## src/rtl/arb_mux.sv

```systemverilog
// arb_mux -- N-channel input arbiter feeding a single registered output slot.
//
// Each cycle one channel is chosen, either by the external sel (MODE=0) or by
// a round-robin search starting after the last granted channel (MODE=1). The
// chosen channel's word is captured into a one-deep output register. A new
// word may enter in the same cycle the old one drains, so the block sustains
// one word per clock.
//
// Handshake: a word moves on an edge where valid and ready are both 1. The
// producer holds valid/data stable until it sees ready. The consumer of
// out_valid/out_data is free to drop out_ready at any time.
//
// Ports:
//   clk         single clock, all state on rising edge
//   reset       asynchronous, active-high reset
//   in_valid    per-channel data valid                  [CHANNELS]
//   in_data     channel i at bits [i*WIDTH +: WIDTH]    [CHANNELS*WIDTH]
//   in_ready    per-channel accept, combinational       [CHANNELS]
//   sel         channel select, MODE=0 only             [SEL_W]
//   out_valid   output register holds a word
//   out_data    registered word                         [WIDTH]
//   out_chan    source channel of out_data              [SEL_W]
//   out_ready   downstream accept
//   xfer_count  accepted input transfers, wraps         [COUNT_W]
module arb_mux #(
  parameter int WIDTH    = 32,
  parameter int CHANNELS = 4,
  parameter int MODE     = 0,
  parameter int COUNT_W  = 16,
  localparam int SEL_W   = (CHANNELS > 1) ? $clog2(CHANNELS) : 1
) (
  input  logic                      clk,
  input  logic                      reset,
  input  logic [CHANNELS-1:0]       in_valid,
  input  logic [CHANNELS*WIDTH-1:0] in_data,
  output logic [CHANNELS-1:0]       in_ready,
  input  logic [SEL_W-1:0]          sel,
  output logic                      out_valid,
  output logic [WIDTH-1:0]          out_data,
  output logic [SEL_W-1:0]          out_chan,
  input  logic                      out_ready,
  output logic [COUNT_W-1:0]        xfer_count
);

  logic [SEL_W-1:0] ptr;
  logic [SEL_W-1:0] rr_chan;
  logic             rr_found;
  logic             sel_ok;
  logic [SEL_W-1:0] chosen;
  logic             chosen_ok;
  logic [WIDTH-1:0] chosen_data;
  logic             free;
  logic             xfer;

  // The slot can take a word if it is empty or is being emptied this cycle.
  assign free = ~out_valid | out_ready;

  // sel is wider than needed when CHANNELS is not a power of two.
  assign sel_ok = (int'(sel) < CHANNELS);

  // Round-robin search order is ptr+1 .. CHANNELS-1, then 0 .. ptr.
  // Scanning in reverse priority order and letting later hits overwrite
  // earlier ones leaves the highest-priority requester as the winner: the
  // first pass settles the wrapped group (0..ptr), the second pass lets any
  // requester above ptr override it.
  always_comb begin
    rr_found = 1'b0;
    rr_chan  = '0;
    for (int i = CHANNELS - 1; i >= 0; i--) begin
      if (in_valid[i] && (i <= int'(ptr))) begin
        rr_found = 1'b1;
        rr_chan  = SEL_W'(i);
      end
    end
    for (int i = CHANNELS - 1; i >= 0; i--) begin
      if (in_valid[i] && (i > int'(ptr))) begin
        rr_found = 1'b1;
        rr_chan  = SEL_W'(i);
      end
    end
  end

  assign chosen    = (MODE == 0) ? sel : rr_chan;
  assign chosen_ok = (MODE == 0) ? sel_ok : rr_found;

  always_comb begin
    chosen_data = '0;
    for (int i = 0; i < CHANNELS; i++) begin
      if (SEL_W'(i) == chosen) begin
        chosen_data = in_data[i*WIDTH +: WIDTH];
      end
    end
  end

  // In MODE=0 ready is offered to the selected channel whether or not it is
  // requesting, so ready never combinationally depends on in_valid there.
  always_comb begin
    in_ready = '0;
    for (int i = 0; i < CHANNELS; i++) begin
      in_ready[i] = ~reset & free & chosen_ok & (SEL_W'(i) == chosen);
    end
  end

  assign xfer = |(in_valid & in_ready);

  always_ff @(posedge clk or posedge reset) begin
    if (reset) begin
      out_valid  <= 1'b0;
      out_data   <= '0;
      out_chan   <= '0;
      xfer_count <= '0;
      // Start just below channel 0 so channel 0 is searched first.
      ptr        <= SEL_W'(CHANNELS - 1);
    end else begin
      if (xfer) begin
        out_valid  <= 1'b1;
        out_data   <= chosen_data;
        out_chan   <= chosen;
        xfer_count <= xfer_count + COUNT_W'(1);
        if (MODE == 1) begin
          ptr <= chosen;
        end
      end else if (out_ready) begin
        out_valid <= 1'b0;
      end
    end
  end

endmodule

```

## config.mk

```make
export PLATFORM = sky130hd
export DESIGN_NAME = arb_mux
export DESIGN_NICKNAME = d
export VERILOG_FILES = /design/src/rtl/arb_mux.sv
export SDC_FILE = /design/constraint.sdc
export NUM_CORES = 1
export LEC_CHECK = 0
export CAP_MARGIN = 0
export CORE_ASPECT_RATIO = 1.4
export CORE_MARGIN = 4
export CORE_UTILIZATION = 29
export DETAILED_ROUTE_END_ITERATION = 8
export GPL_ROUTABILITY_DRIVEN = 1
export PLACE_DENSITY = 0.66
export SYNTH_ARGS = -nofsm -noshare
export SYNTH_HDL_FRONTEND = slang
export SYNTH_SLANG_ARGS = --single-unit
export TNS_END_PERCENT = 10
```

## constraint.sdc

```tcl
create_clock -name clk -period 3 [get_ports clk]
set_input_delay 0.45 -clock clk [delete_from_list [all_inputs] [get_ports clk]]
set_output_delay 0.45 -clock clk [all_outputs]
set_load 0.01 [all_outputs]
```

==> reports/results.ini, run 1 <==
[pwr]
p_leak_nw=2.07
ir_worst_vdd_mv=0.253
power_density_mw_per_mm2=521

[worst_setup_path]
start_kind=input port
criticalPathCategory=input port to output port
reg2reg_depth=3
cp_slowest_cell=clkdlybuf4s50_1
slowest_delay_ns=0.55
r2r_slack_ns=1.17
crit_family=buffers and inverters
cp.arrival_ns=2.10
path_common_cell=clkdlybuf4s50_1
timing.rr.end=out_data[25]
setup.worst_path.end_class=output port
crit_path_cell_trace=clkdlybuf4s50_1 -> nand2b_1 -> and2_1 -> nand2_1 -> nor2_1 -> clkdlybuf4s50_1
crit_buf_inv=2
cp_max_fo=5
required_ns=2.55
r2r-start=out_valid

[floorplanning]
row_count=43
start_util_pct=30.0
io_pins=192
die_x_um=94.2
dieArea_mm2=0.0121
fp.coreArea_mm2=0.0101
die_h_um=129

[yosys]
avgSynthCellArea_um2=14.7
async_flop_share_pct=100
syn_area_mm2=0.00302
synth_area_leader_cell=dfrtp_1
ys_seq_elements=51
yosys.area.top_type_share_pct=42.3
yosysSeqAreaShare_pct=42.3
ys.flop_type=dfrtp_1
syn_inst=205
syn_nets=343
synth_edf_count=0
ys_types=25
synthTopCellsByArea=dfrtp_1 42%, mux4_2 25%, mux2_4 15%, xnor2_1 2.6%, nand2_1 2.5%
ys_warn_count=0

[clocking]
cts_setup_buffers=0
hold_buffers=0
cts_tree=yes
cts_buffers=5
htree_levels=2
clock_latency_ns=0.29
clockBufferDepth=2
clock-root-buffer=clkbuf_16
clkSinkCount=51
clkSlewWorstSetupHoldPaths_ns=0.06
cts_resized=0

[layout]
area.growth.synth_to_final_pct=72.3
fin_nets=531
antennaDiodeCount=0
drive_gt1_share_pct=21.1

[place]
hpwl_mm=7.44
io_buffers=191
place_congestion=0.824

[sta]
maxSlewHeadroom_pct=50.9
tns_ns=0
rsz0062_at_grt=false
skew_ns=0.00299
fmax_mhz=392
setup_viol=0
min_period_over_period_pct=85.0
slew_violations=0
hold_viol_final=0
whs_ns=0.347
worstMarginPinSlew_ns=0.737
fin_crit_ns=2.55

[drt]
drtIter0Drc=30
wl_per_cell_um=17.5
drt-total-wl_mm=9.27
antenna_left=0
vias=2466
drc=0
first_pass_iters=4
viasPerCell=4.66

[worst_hold_path]
holdCritPathClass=input port to asynchronous set/reset pin

[global_route]
grt_pass1_vias=2790
antenna_found_initial=0
grt_usage_pct=15.4
grt_first_pass_wirelength_mm=14.0
grt.overflow.total=0
grt_max_degree=42

[flow_run]
cap_violations=0

[outcome]
status=finished clean

==> report_power, final <==
group	switching (mW)	total, mW	internal (mW)
Combinational	0.346	1.06	0.715
Sequential	0.132	0.990	0.858
Clock	0.242	0.657	0.415
==> cells by family after synthesis <==
group / share of synthesized area (%)
AND/OR/NAND/NOR: 7.79
multiplexers: 41.0
AO/OA/AOI/OAI: 0.663
adder cells (fa/ha/maj): 0.415
buffers and inverters: 3.52
flip-flops: 42.3
XOR/XNOR: 4.35
==> worst max-delay path by stage <==
| stage | from | end | cells after the start |
|---|---|---|---|
| finish | out_ready | in_ready[3] | 6 |
| floorplan | reset | out_data[0] | 5 |
| CTS | out_ready | in_ready[3] | 6 |
| detailed placement | out_ready | in_ready[3] | 6 |
| global route | out_ready | in_ready[2] | 6 |
| global placement | out_ready | in_ready[2] | 6 |
==> synthesized netlist by cell type, types with 2 or more instances <==
cell type,count
nor4_1,2
mux4_2,33
mux2_2,2
nor3_1,7
inv_1,2
xor2_1,6
buf_1,2
clkbuf_1,4
a21oi_1,2
nand4_1,4
dfrtp_1,51
o21ai_0,2
buf_6,5
buf_2,4
mux2_4,30
nand2_1,20
nand3_1,7
xnor2_1,9
nor2_1,6
mux2i_1,2
==> per-layer routing <==
| metal | part of all wire [%] | global-route usage (%) | vias to the layer above |
|---|---|---|---|
| met4 | 2.2 | 5.44 | 0 |
| li1 | - | - | 1148 |
| met3 | 9.5 | 5.56 | 12 |
| met5 | 0 | 0 | - |
| met1 | 34 | 15.4 | 1189 |
| met2 | 54 | 28.8 | 117 |
==> registers in the layout, indices dropped and copies added, names as in the netlist <==
name        cells
out_valid       1
out_data       32
xfer_count     16
out_chan        2
==> stage by stage <==
stage / cell area, um^2 / util (%) / power (mW) / std cells / setup WS [ns]
finish: 5200 / 51.7 / 2.71 / 529 / 0.450
global route: 5200 / 51.7 / 2.85 / 529 / 0.371
CTS: 5200 / 51.7 / 2.75 / 529 / 0.456
detailed placement: 5030 / 50.0 / 2.07 / 521 / 0.461
global placement: 5030 / 50.0 / 2.06 / 521 / 0.481
floorplan: 3020 / - / 1.46 / 205 / 0.349
==> cells in the final DEF (no fill, tap or decap), types with 6 or more instances in the layout <==
cell,n
nand2_1,20
xnor2_1,9
dfrtp_1,51
mux2_4,30
nor3_1,7
nand3_1,7
nor2_1,6
xor2_1,6
clkdlybuf4s50_1,189
mux4_2,33
==> worst register-to-register path, cell delays in order, from the launching register on <==
cell      delay [ns]
dfrtp_1         0.38
nand2b_1        0.19
and3_4          0.73
mux2_2          0.42
==> cell type report <==
cell class | instances | area (um^2)
clock buffer | 6 | 139
clock inverter | 2 | 35.0
fill | 883 | 4860
inverter | 2 | 7.51
multi-input combinational | 137 | 1640
sequential | 51 | 1280
tap | 135 | 169
timing repair buffer | 196 | 1940
(Power assumes the default switching activity.)
==> run 2: changes to the inputs <==
--- a/config.mk
+++ b/config.mk
@@ -11,7 +11,8 @@
 export CORE_UTILIZATION = 29
 export DETAILED_ROUTE_END_ITERATION = 8
 export GPL_ROUTABILITY_DRIVEN = 1
-export PLACE_DENSITY = 0.66
+export HOLD_SLACK_MARGIN = 0.05
+export PLACE_DENSITY = 0.76
 export SYNTH_ARGS = -nofsm -noshare
 export SYNTH_HDL_FRONTEND = slang
 export SYNTH_SLANG_ARGS = --single-unit
==> reports/results.ini, run 2 (synthesis gave the netlist of run 1 again) <==
[outcome]
status=finished clean

[drt]
first_pass_iters=4  ; unchanged
vias=2485  ; +0.77%
drc=0  ; unchanged
antenna_left=0  ; unchanged
drt-total-wl_mm=9.30  ; +0.31%
drtIter0Drc=65  ; +120%
wl_per_cell_um=17.6  ; +0.31%
viasPerCell=4.70  ; +0.77%

[worst_setup_path]
start_kind=input port
criticalPathCategory=input port to output port
r2r-start=out_valid
startpoint=reset
cp.arrival_ns=2.12  ; +0.02 ns
cp_max_fo=14  ; +9
cp_slowest_cell=clkdlybuf4s50_1
setup.worst_path.end_class=output port
crit_path_cell_trace=clkdlybuf4s50_1 -> inv_2 -> and2_1 -> nand2_1 -> nor2_1 -> clkdlybuf4s50_1
reg2reg_depth=3  ; unchanged
r2r_slack_ns=1.22  ; +0.05 ns
timing.rr.end=out_data[25]
path_common_cell=clkdlybuf4s50_1
required_ns=2.55  ; about the same
slowest_delay_ns=0.57  ; +0.02 ns

[layout]
fillCellCount=887  ; +0.45%
area.growth.synth_to_final_pct=71.1
largest_register_ffs=32  ; unchanged
layout_common_cells=189 x clkdlybuf4s50_1, 51 x dfrtp_1, 33 x mux4_2
design_area_mm2=0.00516  ; -0.70%
fin_nets=531  ; unchanged
top_register=out_data
antennaDiodeCount=0  ; unchanged
instances_no_fill=529  ; unchanged
drive_gt1_share_pct=20.6  ; -0.51 points
layout_commonest_cell=clkdlybuf4s50_1
top_regs=out_data (32), xfer_count (16), out_chan (2)

[flow_run]
cap_violations=0  ; unchanged

[clocking]
clkSlewWorstSetupHoldPaths_ns=0.06  ; about the same
clock_latency_ns=0.29  ; about the same
hold_buffers=0  ; unchanged
clock-root-buffer=clkbuf_16
clkSinkCount=51  ; unchanged
htree_levels=2  ; unchanged
cts_tree=yes
cts_setup_buffers=0  ; unchanged
cts_resized=0  ; unchanged
clockBufferDepth=2  ; unchanged
cts_buffers=5  ; unchanged

[sta]
fmax_mhz=389  ; -0.83%
tns_ns=0  ; unchanged
rsz0062_at_grt=false
maxSlewHeadroom_pct=52.7  ; +1.8 points
worstMarginPinSlew_ns=0.710  ; -0.0270 ns
hold_viol_final=0  ; unchanged
setup_viol=0  ; unchanged
min_period_over_period_pct=85.7  ; +0.71 points
skew_ns=0.00428  ; +0.00129 ns
slew_violations=0  ; unchanged
fin_crit_ns=2.57  ; +0.0214 ns

[place]
place_congestion=0.832  ; +1.0%
post-place-cells=521  ; unchanged
place_area_mm2=0.00503  ; unchanged
hpwl_mm=7.58  ; +1.9%
io_buffers=191  ; unchanged

[floorplanning]
start_util_pct=30.0  ; unchanged
dieArea_mm2=0.0121  ; unchanged
row_count=43  ; unchanged
die_h_um=129  ; unchanged
io_pins=192  ; unchanged
fp.coreArea_mm2=0.0101  ; unchanged
die_x_um=94.2  ; unchanged

[global_route]
antenna_found_initial=0  ; unchanged
grt_usage_pct=15.2  ; -0.13 points
grt_first_pass_wirelength_mm=14.0  ; -0.19%
grt_max_degree=42  ; unchanged
grt_pass1_vias=2794  ; +0.14%
grt.overflow.total=0  ; unchanged

[pwr]
power_density_mw_per_mm2=505  ; -3.1%
ir_worst_vdd_mv=0.216  ; -15%
p_leak_nw=2.05  ; -0.92%

[worst_hold_path]
holdCritPathClass=input port to asynchronous set/reset pin

## run 2: cell types whose count changed in the layout (fill, tap and decap cells not counted), sizes merged
cell and delta:
bufinv -1, clkbuf +1
## run 2: per-stage QoR
stage / utilization [%] / power (mW) / hold WS, ns / setup slack, ns
global route: 51.3 / 2.74 / 0.459 / 0.312
CTS: 51.3 / 2.65 / 0.430 / 0.370
detailed placement: 50.0 / 2.08 / 0.463 / 0.374
floorplan: - / 1.46 / 0.507 / 0.349
finish: 51.3 / 2.61 / 0.416 / 0.429
global placement: 50.0 / 2.06 / 0.462 / 0.445
## run 2: final cells by class
class                   instances  area, um^2  share of cell area [%]
repair buffers                196        1940                    37.5
multi-input cells             137        1640                    31.7
flip-flops and latches         51        1280                    24.7
well taps                     135         169                    3.27
clock buffers                   7         133                    2.57
inverters                       2        7.51                   0.145
clock inverters                 1        5.00                  0.0969
## run 2: where the power goes
part	total [mW]	leakage [nW]	switching, mW	internal (mW)
clock	0.549	0.0679	0.240	0.309
combinational	1.06	1.36	0.348	0.715
sequential	0.995	0.624	0.136	0.858
## run 2: worst max-delay path by stage
| stage | depth (start not counted) | to |
|---|---|---|
| 2_1_floorplan | 5 | out_data[0] |
| 3_3_place_gp | 6 | in_ready[2] |
| 3_5_place_dp | 6 | in_ready[2] |
| 4_1_cts | 6 | in_ready[2] |
| 5_1_grt | 6 | in_ready[2] |
| 6_report | 6 | in_ready[2] |
## run 2: per-layer routing
metal | vias to the layer above | track usage [%] | share of wire (%)
met2 | 120 | 28.7 | 55
met4 | 0 | 4.93 | 1.8
met3 | 9 | 4.91 | 8.5
met5 | - | 0 | 0
li1 | 1142 | - | -
met1 | 1214 | 15.7 | 34
## run 2: critical path, delay by kind of cell
| family | cells | cell delay, ns |
|---|---|---|
| simple gates | 3 | 0.44 |
| buf+inv | 3 | 1.21 |
